$ cat config.mk
export PLATFORM = sky130hd
export DESIGN_NAME = if_id_pipe
export DESIGN_NICKNAME = d
export VERILOG_FILES = /design/src/rtl/pipe_pkg.sv /design/src/rtl/pipe_skid_entry.sv /design/src/rtl/if_id_pipe.sv
export SDC_FILE = /design/constraint.sdc
export NUM_CORES = 1
export LEC_CHECK = 0
export CORE_MARGIN = 4
export CORE_UTILIZATION = 30
export CTS_CLUSTER_SIZE = 40
export DETAILED_ROUTE_END_ITERATION = 8
export MAX_ROUTING_LAYER = met4
export PLACE_DENSITY_LB_ADDON = 0.12
export SLEW_MARGIN = 15
export SYNTH_ARGS = -nofsm -noshare
export SYNTH_HDL_FRONTEND = slang
export SYNTH_SLANG_ARGS = --single-unit
$ cat constraint.sdc
create_clock -name clock -period 2.2 [get_ports clock]
set_clock_uncertainty 0.1 [all_clocks]
set_input_delay 0.44 -clock clock [delete_from_list [all_inputs] [get_ports clock]]
set_output_delay 0.44 -clock clock [all_outputs]
set_load 0.005 [all_outputs]
$ cat src/rtl/pipe_pkg.sv
// Shared types and constants for the IF->ID pipeline register.
package pipe_pkg;

  localparam int unsigned XLEN_DEFAULT = 32;

  // Canonical NOP presented on the decode side when no entry is valid.
  localparam logic [XLEN_DEFAULT-1:0] NOP_INSTR_DEFAULT = 32'h0000_0000;

  // Occupancy states; a single-entry build only ever uses EMPTY and ONE (FULL).
  typedef enum logic [1:0] {
    EMPTY = 2'd0,
    ONE   = 2'd1,
    TWO   = 2'd2
  } pipe_state_e;

  // Default-width view of the fetch-to-decode payload.
  typedef struct packed {
    logic [XLEN_DEFAULT-1:0] instr;
    logic [XLEN_DEFAULT-1:0] pc;
    logic [XLEN_DEFAULT-1:0] pcplus4;
  } if_id_t;

endpackage

$ cat src/rtl/pipe_skid_entry.sv
// One payload register with a load enable and a valid bit.
module pipe_skid_entry #(
  parameter int unsigned   W         = 96,
  parameter logic [W-1:0]  RESET_VAL = '0
) (
  input  logic         clock,
  input  logic         reset,
  input  logic         load,
  input  logic         valid_d,
  input  logic [W-1:0] data_d,
  output logic         valid,
  output logic [W-1:0] data
);

  // Hold until loaded; reset clears the valid bit and restores the idle payload.
  always_ff @(posedge clock) begin
    if (reset) begin
      valid <= 1'b0;
      data  <= RESET_VAL;
    end else if (load) begin
      valid <= valid_d;
      data  <= data_d;
    end
  end

endmodule

$ cat src/rtl/if_id_pipe.sv
// Elastic IF->ID pipeline register with stall, flush and optional skid entry.
// Optional performance counters are enabled by defining IF_ID_PERF_EN.
module if_id_pipe
  import pipe_pkg::*;
#(
  parameter int unsigned    XLEN      = 32,
  parameter int unsigned    DEPTH     = 2,
  parameter logic [XLEN-1:0] NOP_INSTR = XLEN'(NOP_INSTR_DEFAULT)
) (
  input  logic            clock,
  input  logic            reset,
  input  logic            flush,
  input  logic            in_valid,
  output logic            in_ready,
  input  logic [XLEN-1:0] in_instr,
  input  logic [XLEN-1:0] in_pc,
  input  logic [XLEN-1:0] in_pcplus4,
  output logic            out_valid,
  input  logic            out_ready,
  output logic [XLEN-1:0] out_instr,
  output logic [XLEN-1:0] out_pc,
  output logic [XLEN-1:0] out_pcplus4
`ifdef IF_ID_PERF_EN
  ,
  output logic [31:0]     stall_cnt,
  output logic [31:0]     flush_cnt
`endif
);

  localparam int unsigned PW         = 3 * XLEN;
  localparam logic        PASS_READY = (DEPTH == 1);
  localparam logic        SKID       = (DEPTH == 2);

  typedef struct packed {
    logic [XLEN-1:0] instr;
    logic [XLEN-1:0] pc;
    logic [XLEN-1:0] pcplus4;
  } payload_t;

  localparam logic [PW-1:0] NOP_PAYLOAD = {NOP_INSTR, {(2 * XLEN){1'b0}}};

  // Only a plain register or a two-entry skid buffer is meaningful.
  if (!(DEPTH == 1 || DEPTH == 2)) begin : g_bad_depth
    $error("if_id_pipe: DEPTH must be 1 or 2");
  end

  pipe_state_e state;
  logic        rdy_q;
  logic        accept;
  logic        consume;
  payload_t    in_p;
  payload_t    head_d;
  payload_t    head_q;
  logic        head_v;
  logic        head_ld;
  logic        head_dv;
  payload_t    skid_q;
  logic        skid_v;

  assign in_p    = '{instr: in_instr, pc: in_pc, pcplus4: in_pcplus4};
  assign in_ready = rdy_q | (PASS_READY & out_ready);
  assign accept  = in_valid & in_ready;
  assign consume = head_v & out_ready;

  assign out_valid   = head_v;
  assign out_instr   = head_q.instr;
  assign out_pc      = head_q.pc;
  assign out_pcplus4 = head_q.pcplus4;

  // Occupancy FSM; rdy_q holds "room without a consume" for next cycle.
  always_ff @(posedge clock) begin
    if (reset) begin
      state <= EMPTY;
      rdy_q <= 1'b1;
    end else if (flush) begin
      state <= EMPTY;
      rdy_q <= 1'b1;
    end else begin
      case (state)
        EMPTY: begin
          if (accept) begin
            state <= ONE;
            rdy_q <= SKID;
          end
        end
        ONE: begin
          if (accept && !consume) begin
            state <= TWO;
            rdy_q <= 1'b0;
          end else if (!accept && consume) begin
            state <= EMPTY;
            rdy_q <= 1'b1;
          end
        end
        TWO: begin
          if (consume) begin
            state <= ONE;
            rdy_q <= 1'b1;
          end
        end
        default: begin
          state <= EMPTY;
          rdy_q <= 1'b1;
        end
      endcase
    end
  end

  // Head entry update: new data, promotion of the skid entry, or clear to NOP.
  always_comb begin
    head_ld = 1'b0;
    head_dv = 1'b0;
    head_d  = NOP_PAYLOAD;
    if (flush) begin
      head_ld = 1'b1;
    end else begin
      case (state)
        EMPTY: begin
          if (accept) begin
            head_ld = 1'b1;
            head_dv = 1'b1;
            head_d  = in_p;
          end
        end
        ONE: begin
          if (consume) begin
            head_ld = 1'b1;
            if (accept) begin
              head_dv = 1'b1;
              head_d  = in_p;
            end
          end
        end
        TWO: begin
          if (consume) begin
            head_ld = 1'b1;
            head_dv = skid_v;
            head_d  = skid_q;
          end
        end
        default: begin
          head_ld = 1'b1;
        end
      endcase
    end
  end

  pipe_skid_entry #(
    .W         (PW),
    .RESET_VAL (NOP_PAYLOAD)
  ) u_head (
    .clock   (clock),
    .reset   (reset),
    .load    (head_ld),
    .valid_d (head_dv),
    .data_d  (head_d),
    .valid   (head_v),
    .data    (head_q)
  );

  if (DEPTH == 2) begin : g_skid
    logic     skid_ld;
    logic     skid_dv;
    payload_t skid_d;

    // Skid captures input when the head is stalled, clears when promoted or flushed.
    always_comb begin
      skid_ld = 1'b0;
      skid_dv = 1'b0;
      skid_d  = NOP_PAYLOAD;
      if (flush) begin
        skid_ld = 1'b1;
      end else if (state == ONE && accept && !consume) begin
        skid_ld = 1'b1;
        skid_dv = 1'b1;
        skid_d  = in_p;
      end else if (state == TWO && consume) begin
        skid_ld = 1'b1;
      end
    end

    pipe_skid_entry #(
      .W         (PW),
      .RESET_VAL (NOP_PAYLOAD)
    ) u_skid (
      .clock   (clock),
      .reset   (reset),
      .load    (skid_ld),
      .valid_d (skid_dv),
      .data_d  (skid_d),
      .valid   (skid_v),
      .data    (skid_q)
    );
  end else begin : g_no_skid
    assign skid_v = 1'b0;
    assign skid_q = '0;
  end

`ifdef IF_ID_PERF_EN
  logic stall_ev;
  logic flush_ev;

  assign stall_ev = head_v & ~out_ready;
  assign flush_ev = flush & ((state != EMPTY) | in_valid);

  // Saturating stall and effective-flush counters.
  always_ff @(posedge clock) begin
    if (reset) begin
      stall_cnt <= '0;
      flush_cnt <= '0;
    end else begin
      if (stall_ev && stall_cnt != '1) stall_cnt <= stall_cnt + 32'd1;
      if (flush_ev && flush_cnt != '1) flush_cnt <= flush_cnt + 32'd1;
    end
  end
`else
  // Counters not built.
`endif

endmodule

; After elaboration in Yosys (flattened, before gate mapping)
; Index checks and enable logic that the tools add are counted.
[word_totals]
ff_bits = 197
output_inout_bits = 98
wordCells = 54
[classes]
eq_ne = 5
muxes = 30
bitwise = 2
n_reduce_logical = 11
[ops]
columns = op, count
row1 = $mux 96, 6
row2 = $pmux 96 s3, 1
row3 = $mux 1, 15
row4 = $mux 2, 4
row5 = $pmux 1 s3, 2
row6 = $pmux 2 s3, 1
row7 = $logic_and 1x1->1, 5
row8 = $ne 2x2->1 const B, 2
row9 = $reduce_or 2->1, 2
row10 = $ne 3x3->1 const B, 1
row11 = $reduce_and 3->1, 1
row12 = $and 1x1->1, 2
row13 = $eq 2x1->1 const B, 1
row14 = $eq 2x2->1 const B, 1
row15 = $logic_not 1->1, 2
row16 = $logic_not 2->1, 1
row17 = $pmux 1 s2, 1

; Logic depth before layout (Yosys ltp)
; Gate-level depths: netlist of the first run.
[depth]
ltp_word = 6
depth_mapped = 9

; Modules after synthesis
; Synthesis of the first run repeated with hierarchy kept, for this count alone.
[unflattened]
hier_cells = 998
hier_area_um2 = 9138.8
[modules_own_cells]
columns = module, n_inst, cells_each, area_each_um2
row1 = pipe_skid_entry, 2, 313, 3435.8
row2 = if_id_pipe, 1, 372, 2267.2

; Least setup slack after synthesis of the first run
; No wires, ideal clock.
[synth_path]
path_kind = register to register
start = register state[0]
end = register u_head.data[56]
setup_ps = 141
arrival_ps = 1650
t_required_ps = 1959
slack_ps = 309
path_stages_with_launch = 10
period_less_slack_ps = 1891
cell_sequence = dfxtp_1 inv_1 ha_1 buf_6 and3_4 buf_6 buf_6 buf_6 a221oi_2 nor3_2
[synth_via]
elab_chain_len = 4
elab_cells_between_ends = 8
classes_between = 2 x eq/ne / 4 x mux / 2 x reduce/logical
[synth_rtl]
columns = item, line
row1 = "start, declared", if_id_pipe.sv:47  ; pipe_state_e state;
row2 = "start signal, assigned", if_id_pipe.sv:73  ; state <= EMPTY;
row3 = "start signal, assigned", if_id_pipe.sv:76  ; state <= EMPTY;
row4 = "start signal, assigned", if_id_pipe.sv:82  ; state <= ONE;
row5 = $eq 2x1->1 / $eq 2x2->1 (equally long branches), if_id_pipe.sv:117  ; case (state)
row6 = $reduce_or 2->1 (no line), n/a
row7 = $pmux 1 s2, if_id_pipe.sv:117
row8 = $mux 1, if_id_pipe.sv:114  ; if (flush) begin
row9 = "end signal, assigned", pipe_skid_entry.sv:22  ; data <= data_d;
row10 = "end, declared", pipe_skid_entry.sv:12  ; output logic [W-1:0] data
; Parallel ways exist; a longest one is shown, timed or not.
; A chain may end at the register's enable or synchronous reset.

; Final worst setup path of the first run
; Same ends and word-level chain as after synthesis.

==> reports/metrics.yaml, run 1 <==
global_route:
  grt_overflow_total: 0
  grt_max_degree: 75
  grt_pass1_vias: 7176
  grtUsageTotal_pct: 15.9
  antenna_found_initial: 0
  grt_first_pass_wirelength_mm: 40.7
finish:
  most_frequent_cells_in_the_layout: "sky130_fd_sc_hd__clkdlybuf4s50_1 (198), sky130_fd_sc_hd__dfxtp_1 (196), sky130_fd_sc_hd__nor2_1 (195)"
  drive_above_1_share_pct: 14.9
  num_antenna_cells: 0
  syn_to_final_growth_pct: 35.6
  layout_net_count: 1175
  mostFrequentLayoutCell: "sky130_fd_sc_hd__clkdlybuf4s50_1"
  utilization_pct: 41.5
  layout.cells.non_filler: 1466
yosys:
  postSynth.asyncResetShare_pct: 0
  ff_latch_count_synth: 197
  synth_edf_count: 0
  synth_largest_area_cell: "sky130_fd_sc_hd__dfxtp_1"
  yosys-top-cells-area: "sky130_fd_sc_hd__dfxtp_1 (45%), sky130_fd_sc_hd__mux2i_1 (11%), sky130_fd_sc_hd__nor2_1 (8.3%)"
  synth_seq_area_share_pct: 44.6
  post_synth_inst_count: 902
  synth_fp_nets: 1008
  synth_top_area_share_pct: 44.6
  synthDistinctLibCells: 36
  syn-mean-instance-area_sq_um: 9.81
  syn_area_sq_mm: 0.00885
  yosys_warnings: 0
  dominantRegCellSynth: "sky130_fd_sc_hd__dfxtp_1"
cts:
  clock_latency_ps: 430
  number_of_buffers_created_by_cts: 17
  tritoncts: "yes"
  clock-root-buffer: "sky130_fd_sc_hd__clkbuf_16"
  cts-root-to-sink-buffers: 2
  clock_sinks: 197
  cts_max_level: 4
  clk_pin_slew_ps: 70
  postCtsSetupBuffers: 0
timing:
  min_period_ps: 2030
  unrepaired_setup_endpoints_after_global_routing: "false"
  achievable-frequency_mhz: 491
  report.final.setup_viol: 0
  final_hold_viol_count: 0
  max-slew-margin-rel_pct: 75.8
  report.final.slew_viol_count: 0
  max_slew.worst_pin.slew_ps: 359
  final.period_utilization_pct: 92.5
power:
  power_report.internal_total_mw: 6.11
  clock_power_share_pct: 39.8
  irDropWorstVdd_mv: 0.375
  power.share.sequential_pct: 44.6
  p_sw_mw: 2.27
  p_leak_nw: 4.98
  pwr_density_cell_mw_per_mm2: 698
  swShare_pct: 27.0
  p_comb_share_pct: 15.6
drt:
  post-route-drc-count: 0
  drt_first_pass_iters: 5
  vias_per_cell: 4.88
  route.detailed.wl_per_inst_um: 17.5
  detail_route.wirelength_mm: 25.7
  final_antenna_net_count: 0
  vias: 7159
  first_iter_violations: 344
floorplanning:
  rows: 62
  die_area_sq_mm: 0.0323
  start_util_pct: 30.6
  die-height_um: 180
  die_width_um: 180
  io-pin-count: 199
  core_region_area_sq_mm: 0.0289
worst_setup_path:
  regToRegEndpoint: "u_head.data[56]"
  crit_required_ps: 2460
  cp_max_fanout: 17
  rrSetupSlack_ps: 170
  crit_path_end_kind: "flip-flop"
  critPathKind: "reg2reg"
  worstReg2RegStart: "state[0]"
  crit_path_start_kind: "flip-flop"
  worst-endpoint-arrival_ps: 2290
  reg2reg_depth: 7
status:
  outcome: "completed"
worst_hold_path:
  min_delay_startpoint: "g_skid.u_skid.valid"
  hold_class: "reg2reg"
  min_delay_path_depth: 2
  min_delay_worst_endpoint: "g_skid.u_skid.valid"
placement:
  dp_hpwl_mm: 16.5
  io_buffers: 198
  dp.cells: 1434
  gp_congestion: 0.788
run:
  max_cap_violations: 0
==> Yosys cell counts, drive strengths merged (2+ instances only) <==
library cell	n
dfxtp	197
clkbuf	25
mux2i	96
o21ai	3
and2	97
nand3	2
nor3	97
nor2	196
buf	63
a22oi	3
nand2	4
ha	5
a21oi	3
a221oi	96
inv	3
==> sequential cells by signal, indices dropped and copies added (netlist names) <==
| signal | cells |
|---|---|
| g_skid.u_skid.data | 96 |
| u_head.data | 96 |
| state | 2 |
| g_skid.u_skid.valid | 1 |
| in_ready | 1 |
| u_head.valid | 1 |
==> logic make-up (layout without fill, tap and decap cells) <==
logic type / Yosys count / in the layout / share of synthesized area (%)
flops: 197 / 197 / 44.6
simple gates: 401 / 401 / 23.8
buf+inv: 91 / 271 / 6.25
mux: 96 / 96 / 10.9
compound gates: 112 / 112 / 13.8
fa+ha+maj: 5 / 5 / 0.707
==> critical path, cell delays in order, from the launching register on <==
cell                       delay [ps]
sky130_fd_sc_hd__dfxtp_1          430
sky130_fd_sc_hd__inv_1            100
sky130_fd_sc_hd__ha_1             390
sky130_fd_sc_hd__a32oi_4          340
sky130_fd_sc_hd__buf_12           230
sky130_fd_sc_hd__buf_12           170
sky130_fd_sc_hd__a221oi_2          40
sky130_fd_sc_hd__nor3_2           170
==> routing by layer <==
layer | track usage, % | vias to the layer above | share of wire (%)
met5 | - | - | 0
met4 | 3.35 | 0 | 0.88
met3 | 3.46 | 18 | 4.7
met2 | 25.1 | 169 | 46
met1 | 21.2 | 3453 | 48
li1 | - | 3519 | -
==> power by group through the flow <==
stage,combinational [mW],clock (mW),sequential (mW)
final,1.31,3.33,3.73
after global routing,1.43,3.58,3.75
after CTS,1.34,3.47,3.74
after detailed placement,1.33,0,3.82
after global placement,1.33,0,3.82
after floorplan,0.677,0,3.81
==> per-stage QoR <==
stage | hold WS (ps) | power [mW] | TNS, ps | setup WS (ps) | area [sq um]
global route | 398 | 8.76 | 0 | 40.3 | 12000
CTS | 366 | 8.54 | 0 | 123 | 12000
detailed placement | 355 | 5.15 | -2930 | -113 | 11400
global placement | 348 | 5.15 | -497 | -96.4 | 11400
finish | 361 | 8.38 | 0 | 165 | 12000
floorplan | 337 | 4.49 | 0 | 309 | 8850
==> timing repair <==
| action | in CTS | in global routing |
|---|---|---|
| hold endpoints to repair | 0 | 0 |
| hold buffers | 0 | 0 |
| gates resized for setup | 1 | 0 |
| endpoints found under the setup margin | 1 | 0 |
==> layout make-up <==
type	instances	area [sq um]
Fill cell	2823	16900
Multi-Input combinational cell	614	4390
Sequential cell	197	3950
Timing Repair Buffer	236	2540
Tap cell	384	480
Clock buffer	18	439
Clock inverter	14	191
Inverter	3	11.3
==> how the worst max path moves through the flow <==
stage | slack, ps | cells after the start | from | end
floorplan | 310 | 9 | state[0] | u_head.data[56]
global placement | -100 | 6 | out_ready | u_head.data[52]
detailed placement | -110 | 6 | out_ready | u_head.data[52]
CTS | 120 | 1 | u_head.valid | out_valid
global route | 40 | 7 | state[1] | u_head.data[52]
finish | 170 | 7 | state[0] | u_head.data[56]
(Power assumes the default switching activity.)
==> inputs of run 2 (changes only) <==
--- a/config.mk
+++ b/config.mk
@@ -10,7 +10,6 @@
 export CTS_CLUSTER_SIZE = 40
 export DETAILED_ROUTE_END_ITERATION = 8
 export MAX_ROUTING_LAYER = met4
-export PLACE_DENSITY_LB_ADDON = 0.12
 export SLEW_MARGIN = 15
 export SYNTH_ARGS = -nofsm -noshare
 export SYNTH_HDL_FRONTEND = slang
==> reports/metrics.yaml, run 2 (same netlist as run 1, synthesis figures left out) <==
status:
  outcome: "completed"
timing:
  timing.setup.tns_ps: 0
  final.period_utilization_pct: 92.5
  max-slew-margin-rel_pct: 71.3
  unrepaired_setup_endpoints_after_global_routing: "false"
  fin_worst_hold_slack_ps: 375
  report.final.slew_viol_count: 0
  report.final.setup_viol: 0
  final_hold_viol_count: 0
  fin_ws_ps: 166
  min_period_ps: 2030
  max_slew.worst_pin.slew_ps: 430
  achievable-frequency_mhz: 492
floorplanning:
  die-height_um: 180
  start_util_pct: 30.6
  die_area_sq_mm: 0.0323
  io-pin-count: 199
  core_region_area_sq_mm: 0.0289
  die_width_um: 180
  rows: 62
finish:
  syn_to_final_growth_pct: 36.4
  utilization_pct: 41.7
  mostFrequentLayoutCell: "sky130_fd_sc_hd__clkdlybuf4s50_1"
  layout_top_registers: "g_skid.u_skid.data x96, u_head.data x96, state x2"
  final_design_area_no_fill_sq_mm: 0.0121
  layout_net_count: 1178
  drive_above_1_share_pct: 15.1
  layout.cells.non_filler: 1470
  most_frequent_cells_in_the_layout: "sky130_fd_sc_hd__clkdlybuf4s50_1 (198), sky130_fd_sc_hd__dfxtp_1 (196), sky130_fd_sc_hd__nor2_1 (195)"
cts:
  postCtsSetupBuffers: 0
  cts_max_level: 4
  clock_latency_ps: 420
  cts-root-to-sink-buffers: 2
  clock_sinks: 197
  clock-root-buffer: "sky130_fd_sc_hd__clkbuf_16"
  tritoncts: "yes"
  number_of_buffers_created_by_cts: 17
  clk_pin_slew_ps: 80
worst_setup_path:
  crit_required_ps: 2450
  critPathKind: "reg2reg"
  timing.critical_path.max_delay_family: "simple AND/OR/NAND/NOR gates"
  cp_max_fanout: 27
  cp_slowest_stage_delay_ps: 430
  crit_path_start_kind: "flip-flop"
  crit_path_top_delay_cell: "sky130_fd_sc_hd__dfxtp_1"
  crit_path_buffers_inverters: 1
  crit_path_end_kind: "flip-flop"
  cells_traversed_along_the_worst_timing_path: "ha_1 -> a31oi_1 -> nor2_4 -> buf_12 -> a221oi_1 -> nor3_1"
  worst-endpoint-arrival_ps: 2280
drt:
  route.detailed.wl_per_inst_um: 17.1
  drt_first_pass_iters: 5
  final_antenna_net_count: 0
  post-route-drc-count: 0
  vias: 7190
  first_iter_violations: 366
  vias_per_cell: 4.89
  detail_route.wirelength_mm: 25.1
global_route:
  grt_overflow_total: 0
  antenna_found_initial: 1
  grtUsageTotal_pct: 15.7
  grt_pass1_vias: 7296
  grt_max_degree: 65
  grt_first_pass_wirelength_mm: 40.6
placement:
  gp_congestion: 0.730
  io_buffers: 198
  dp_hpwl_mm: 16.1
  placed_area_sq_mm: 0.0114
  dpl_worst_slack_ps: -101
  dp.cells: 1437
worst_hold_path:
  hold_class: "reg2reg"
power:
  irDropWorstVdd_mv: 0.394
  post-layout-total-power_mw: 8.39
  p_leak_nw: 5.02
  pwr_density_cell_mw_per_mm2: 695
run:
  max_cap_violations: 0
==> run 2: cell types whose count changed in the layout (fill, tap and decap cells not counted), sizes merged <==
cell / change
clkinv: -4
inv: +2
buf: +3
diode: +1
clkbuf: +2
==> run 2: final timing paths <==
check                       from             endpoint  slack [ps]  cells past startpoint
max                     state[0]      u_head.data[49]         170                      6
min          g_skid.u_skid.valid  g_skid.u_skid.valid         380                      2
max reg2reg             state[0]      u_head.data[49]         170                      6
min reg2reg  g_skid.u_skid.valid  g_skid.u_skid.valid         380                      2
==> run 2: area by class of cell <==
class	instances	area [sq um]
fillers	2827	16900
clock buffers	20	467
diodes	1	2.50
clock inverters	12	154
multi-input cells	614	4390
well taps	384	480
flip-flops and latches	197	3950
repair buffers	239	2620
inverters	3	11.3
==> run 2: tightest hold or removal path, delay by kind of cell (launching register included) <==
| kind | cells | cell delay (ps) |
|---|---|---|
| AO/OA/AOI/OAI | 1 | 60 |
| flip-flops | 1 | 320 |
| AND/OR/NAND/NOR | 1 | 50 |
==> run 2: metal layers <==
metal / GRT usage, % / wire [um] / part of all wire [%]
met1: 21.8 / 12200 / 49
met4: 3.17 / 166 / 0.66
met5: - / 0 / 0
met2: 23.6 / 11200 / 45
met3: 3.33 / 1440 / 5.7
==> run 2: where the power goes <==
group | total [mW] | internal (mW) | switching (mW)
registers | 3.74 | 3.67 | 0.0649
clock network | 3.32 | 1.82 | 1.50
logic | 1.33 | 0.687 | 0.648
total | 8.39 | 6.17 | 2.21
==> run 2: timing repair <==
item                                    in CTS  in global routing
resized for setup                            1                  2
pin swaps                                    0                  0
hold buffers                                 0                  0
endpoints found under the setup margin       1                  1
==> variant 1, RTL diff (flow settings as in run 2) <==
The option `IF_ID_PERF_EN` is turned on by a define.
--- a/src/rtl/if_id_pipe.sv
+++ b/src/rtl/if_id_pipe.sv
@@ -1,5 +1,7 @@
 // Elastic IF->ID pipeline register with stall, flush and optional skid entry.
 // Optional performance counters are enabled by defining IF_ID_PERF_EN.
+`define IF_ID_PERF_EN
+
 module if_id_pipe
   import pipe_pkg::*;
 #(
Behaviour (old outputs only; new: flush_cnt and stall_cnt): unchanged (equiv_simple and equiv_induct, registers matched by name and starting in step).
==> variant 1 against run 2 <==
  * Critical path type is now reg -> out
  * Worst setup slack lost 0.11 ns
  * Via count grew 46%
  * Worst hold slack lost 0.062 ns
  * Power grew 38%
  * Sequential cell count grew 64
  * Routed wire length grew 40%
  * Combinational power shrank 11%
  * First-iteration DRC count grew 66%
  * Sequential power grew 31%
  * Final area grew 27%
  * Non-clock buffer count grew 103
  * Synthesized area grew 19%
==> variant 1: results (changes against run 2) <==
[global_routing]
use_met2_pct=28.41  ; was 23.64%
use_met3_pct=2.782  ; was 3.335%
grt_max_degree=109  ; was 65

[clocking]
cts_max_level=1  ; was 4
worst_skew_pair.late_latency_ns=0.56  ; was 0.42 ns

[timing]
max-slew-margin-rel_pct=61.83  ; was 71.27%
period_share_pct=97.25  ; was 92.45%
whs_ns=0.3138  ; was 0.3754 ns

[worst_hold_path]
hold_start=reset  ; was g_skid.u_skid.valid$_SDFFE_PP0P_
hp-class=in -> reg  ; was reg -> reg

[placed_design]
dp.cells=1887  ; was 1437
port_buffers=262  ; was 198
place_area_um2=14190  ; was 11440 um^2
preCtsSetupSlack_ns=-0.4047  ; was -0.1014 ns

[power]
switching_share_pct=23.60  ; was 26.39%
powerDensity_nw_per_um2=752.9  ; was 695.0 nW/um^2
leakage_nw=5.300  ; was 5.020 nW
irDropWorstVdd_mv=0.6492  ; was 0.3937 mV

[setup_path]
rrSetupSlack_ns=0.07  ; was 0.17 ns
crit_slowest_cell=clkdlybuf4s50_1  ; was dfxtp_1
worstSetupStartpoint=flush_cnt[3]$_SDFFE_PP0P_  ; was state[0]$_SDFFE_PP0P_
r2r_start=flush_cnt[0]$_SDFFE_PP0P_  ; was state[0]$_SDFFE_PP0P_
crit_end=flush_cnt[3]  ; was u_head.data[49]$_SDFFE_PP0P_
reg2reg_to=flush_cnt[31]$_SDFFE_PP0P_  ; was u_head.data[49]$_SDFFE_PP0P_

[layout]
largest_registers=g_skid.u_skid.data: 96 flops, u_head.data: 96 flops  ; was g_skid.u_skid.data: 96 flops, u_head.data: 96 flops, state: 2 flops
nets=1573  ; was 1178
seq_area_um2=5225  ; was 3945 um^2

[synthesis]
synth.net_count=1297  ; was 1008

[route]
routed_wl_mm=35.19  ; was 25.10 mm
wire_per_inst_um=18.11  ; was 17.07 um
dr_wl_met2_mm=16.48  ; was 11.24 mm

[run_status]
status=completed  ; unchanged

[variant 1: final cells by class]
class | count | share of cell area, %
Antenna cell | 1 | 0.01633
Timing Repair Buffer | 342 | 22.24
Inverter | 11 | 0.2695
Clock inverter | 18 | 1.829
Sequential cell | 261 | 34.10
Multi-Input combinational cell | 820 | 32.62
Tap cell | 455 | 3.715
Clock buffer | 35 | 5.209
[variant 1: timing repair]
item                                    4_1_cts  5_1_grt
endpoints found under the setup margin        0       27
resized for setup                             0        8
buffers inserted                              0        2
[variant 1: cell families after synthesis]
| group | synth area share (%) |
|---|---|
| XOR/XNOR | 0.4970 |
| AO/OA/AOI/OAI | 21.86 |
| multiplexers | 0.5206 |
| buffers and inverters | 4.213 |
| flip-flops | 49.41 |
| adder cells (fa/ha/maj) | 0.8283 |
| AND/OR/NAND/NOR | 22.67 |
[variant 1: critical path, delay by kind of cell, from the launching register on]
kind | cells | cell delay (ns)
buffers and inverters | 2 | 0.68
flip-flops | 1 | 0.38
==> variant 2, RTL diff (settings of run 2) <==
Without the edit above. The 3 states of `pipe_state_e` get a one-hot encoding in 3 bits.
--- a/src/rtl/pipe_pkg.sv
+++ b/src/rtl/pipe_pkg.sv
@@ -7,10 +7,10 @@
   localparam logic [XLEN_DEFAULT-1:0] NOP_INSTR_DEFAULT = 32'h0000_0000;
 
   // Occupancy states; a single-entry build only ever uses EMPTY and ONE (FULL).
-  typedef enum logic [1:0] {
-    EMPTY = 2'd0,
-    ONE   = 2'd1,
-    TWO   = 2'd2
+  typedef enum logic [2:0] {
+    EMPTY = 3'b001,
+    ONE   = 3'b010,
+    TWO   = 3'b100
   } pipe_state_e;
 
   // Default-width view of the fetch-to-decode payload.
Formal check against the unedited RTL: no difference found for any inputs over 4 cycles, from zero or initial values and one cycle with reset high; so few cycles prove little.
==> variant 2 against run 2 <==
  * Routed wire length down 20%
  * Register-to-register slack better by 0.08 ns
  * Count of clock-buffer cells in the layout is 2 lower
  * Final area is 14% lower
  * First-iteration DRC count decreased by 10%
  * Critical path depth down 5
  * Worst setup slack improved by 0.050 ns
  * Synthesized area fell by 19%
  * Sequential cell count up 1
  * Via count is 21% lower
Power is not compared: it rests on default switching activity, and its combinational part moved more than twofold at a synthesized area within 25%.
==> variant 2: results (changes against run 2) <==
[placed_design]
dp.cells=1096  ; was 1437
dpl.hpwl_mm=13.32  ; was 16.07 mm
preCtsSetupSlack_ns=-0.09566  ; was -0.1014 ns

[setup_path]
critPathMaxStageDelay_ns=0.56  ; was 0.43 ns
cp_max_fo=8  ; was 27
crit_slowest_cell=clkdlybuf4s50_1  ; was dfxtp_1

[route]
vias=5713  ; was 7190
met3_length_mm=1.736  ; was 1.441 mm
dr.pass1.iters=6  ; was 5
routedLengthMet1_mm=9.547  ; was 12.25 mm
routed_wl_mm=20.10  ; was 25.10 mm

[synthesis]
synth_compound_area_share_pct=37.48  ; was 13.80%
yosys.cell_types.count=34  ; was 36
synth_common_cells=289 x a22o_1, 198 x dfxtp_1, 31 x buf_2, 25 x clkbuf_1, 7 x buf_4  ; was 197 x dfxtp_1, 195 x nor2_1, 96 x and2_1, 96 x mux2i_1
yosys-mux-area-fraction_pct=0.2978  ; was 10.86%
ys_top_cells_by_area=dfxtp_1 55%, a22o_1 35%, buf_2 2.2%  ; was dfxtp_1 45%, mux2i_1 11%, nor2_1 8.3%
syn_inst=596  ; was 902

[layout]
bufAreaShareNonClock_pct=24.23  ; was 21.73%
inverters=2  ; was 3
clockBufferCount=18  ; was 20
clk_share_pct=5.997  ; was 5.142%
largest_registers=g_skid.u_skid.data: 96 flops, u_head.data: 96 flops, state: 3 flops  ; was g_skid.u_skid.data: 96 flops, u_head.data: 96 flops, state: 2 flops

[global_routing]
grt_pass1_wl_mm=32.51  ; was 40.64 mm
use_met2_pct=22.89  ; was 23.64%
grt_max_degree=56  ; was 65

[run_status]
status=completed  ; unchanged

[clocking]
cts_resized=0  ; was 1

## variant 2: cell types whose count changed in the layout (fill, tap and decap cells not counted), moves of 5 or more
cell / delta
buf_12: -11
nor3_1: -56
a22o_1: +289
buf_4: +19
a221oi_2: -40
and2_1: -95
mux2i_1: -95
nor2_1: -189
nor3_2: -41
a221oi_1: -56
ha_1: -5
## variant 2: logic make-up after synthesis
family	count (synthesis)
compound gates	306
flops	198
simple gates	23
mux	2
buf+inv	66
xor+xnor	1
## variant 2: final timing paths
kind,from,end,slack (ns)
setup / recovery,in_ready$_SDFFE_PP1P_,in_ready,0.22
hold reg to reg,g_skid.u_skid.data[92]$_SDFFE_PP0P_,g_skid.u_skid.data[92]$_SDFFE_PP0P_,0.38
setup reg to reg,state[1]$_SDFFE_PP0P_,g_skid.u_skid.data[19]$_SDFFE_PP0P_,0.25
hold / removal,g_skid.u_skid.data[92]$_SDFFE_PP0P_,g_skid.u_skid.data[92]$_SDFFE_PP0P_,0.38
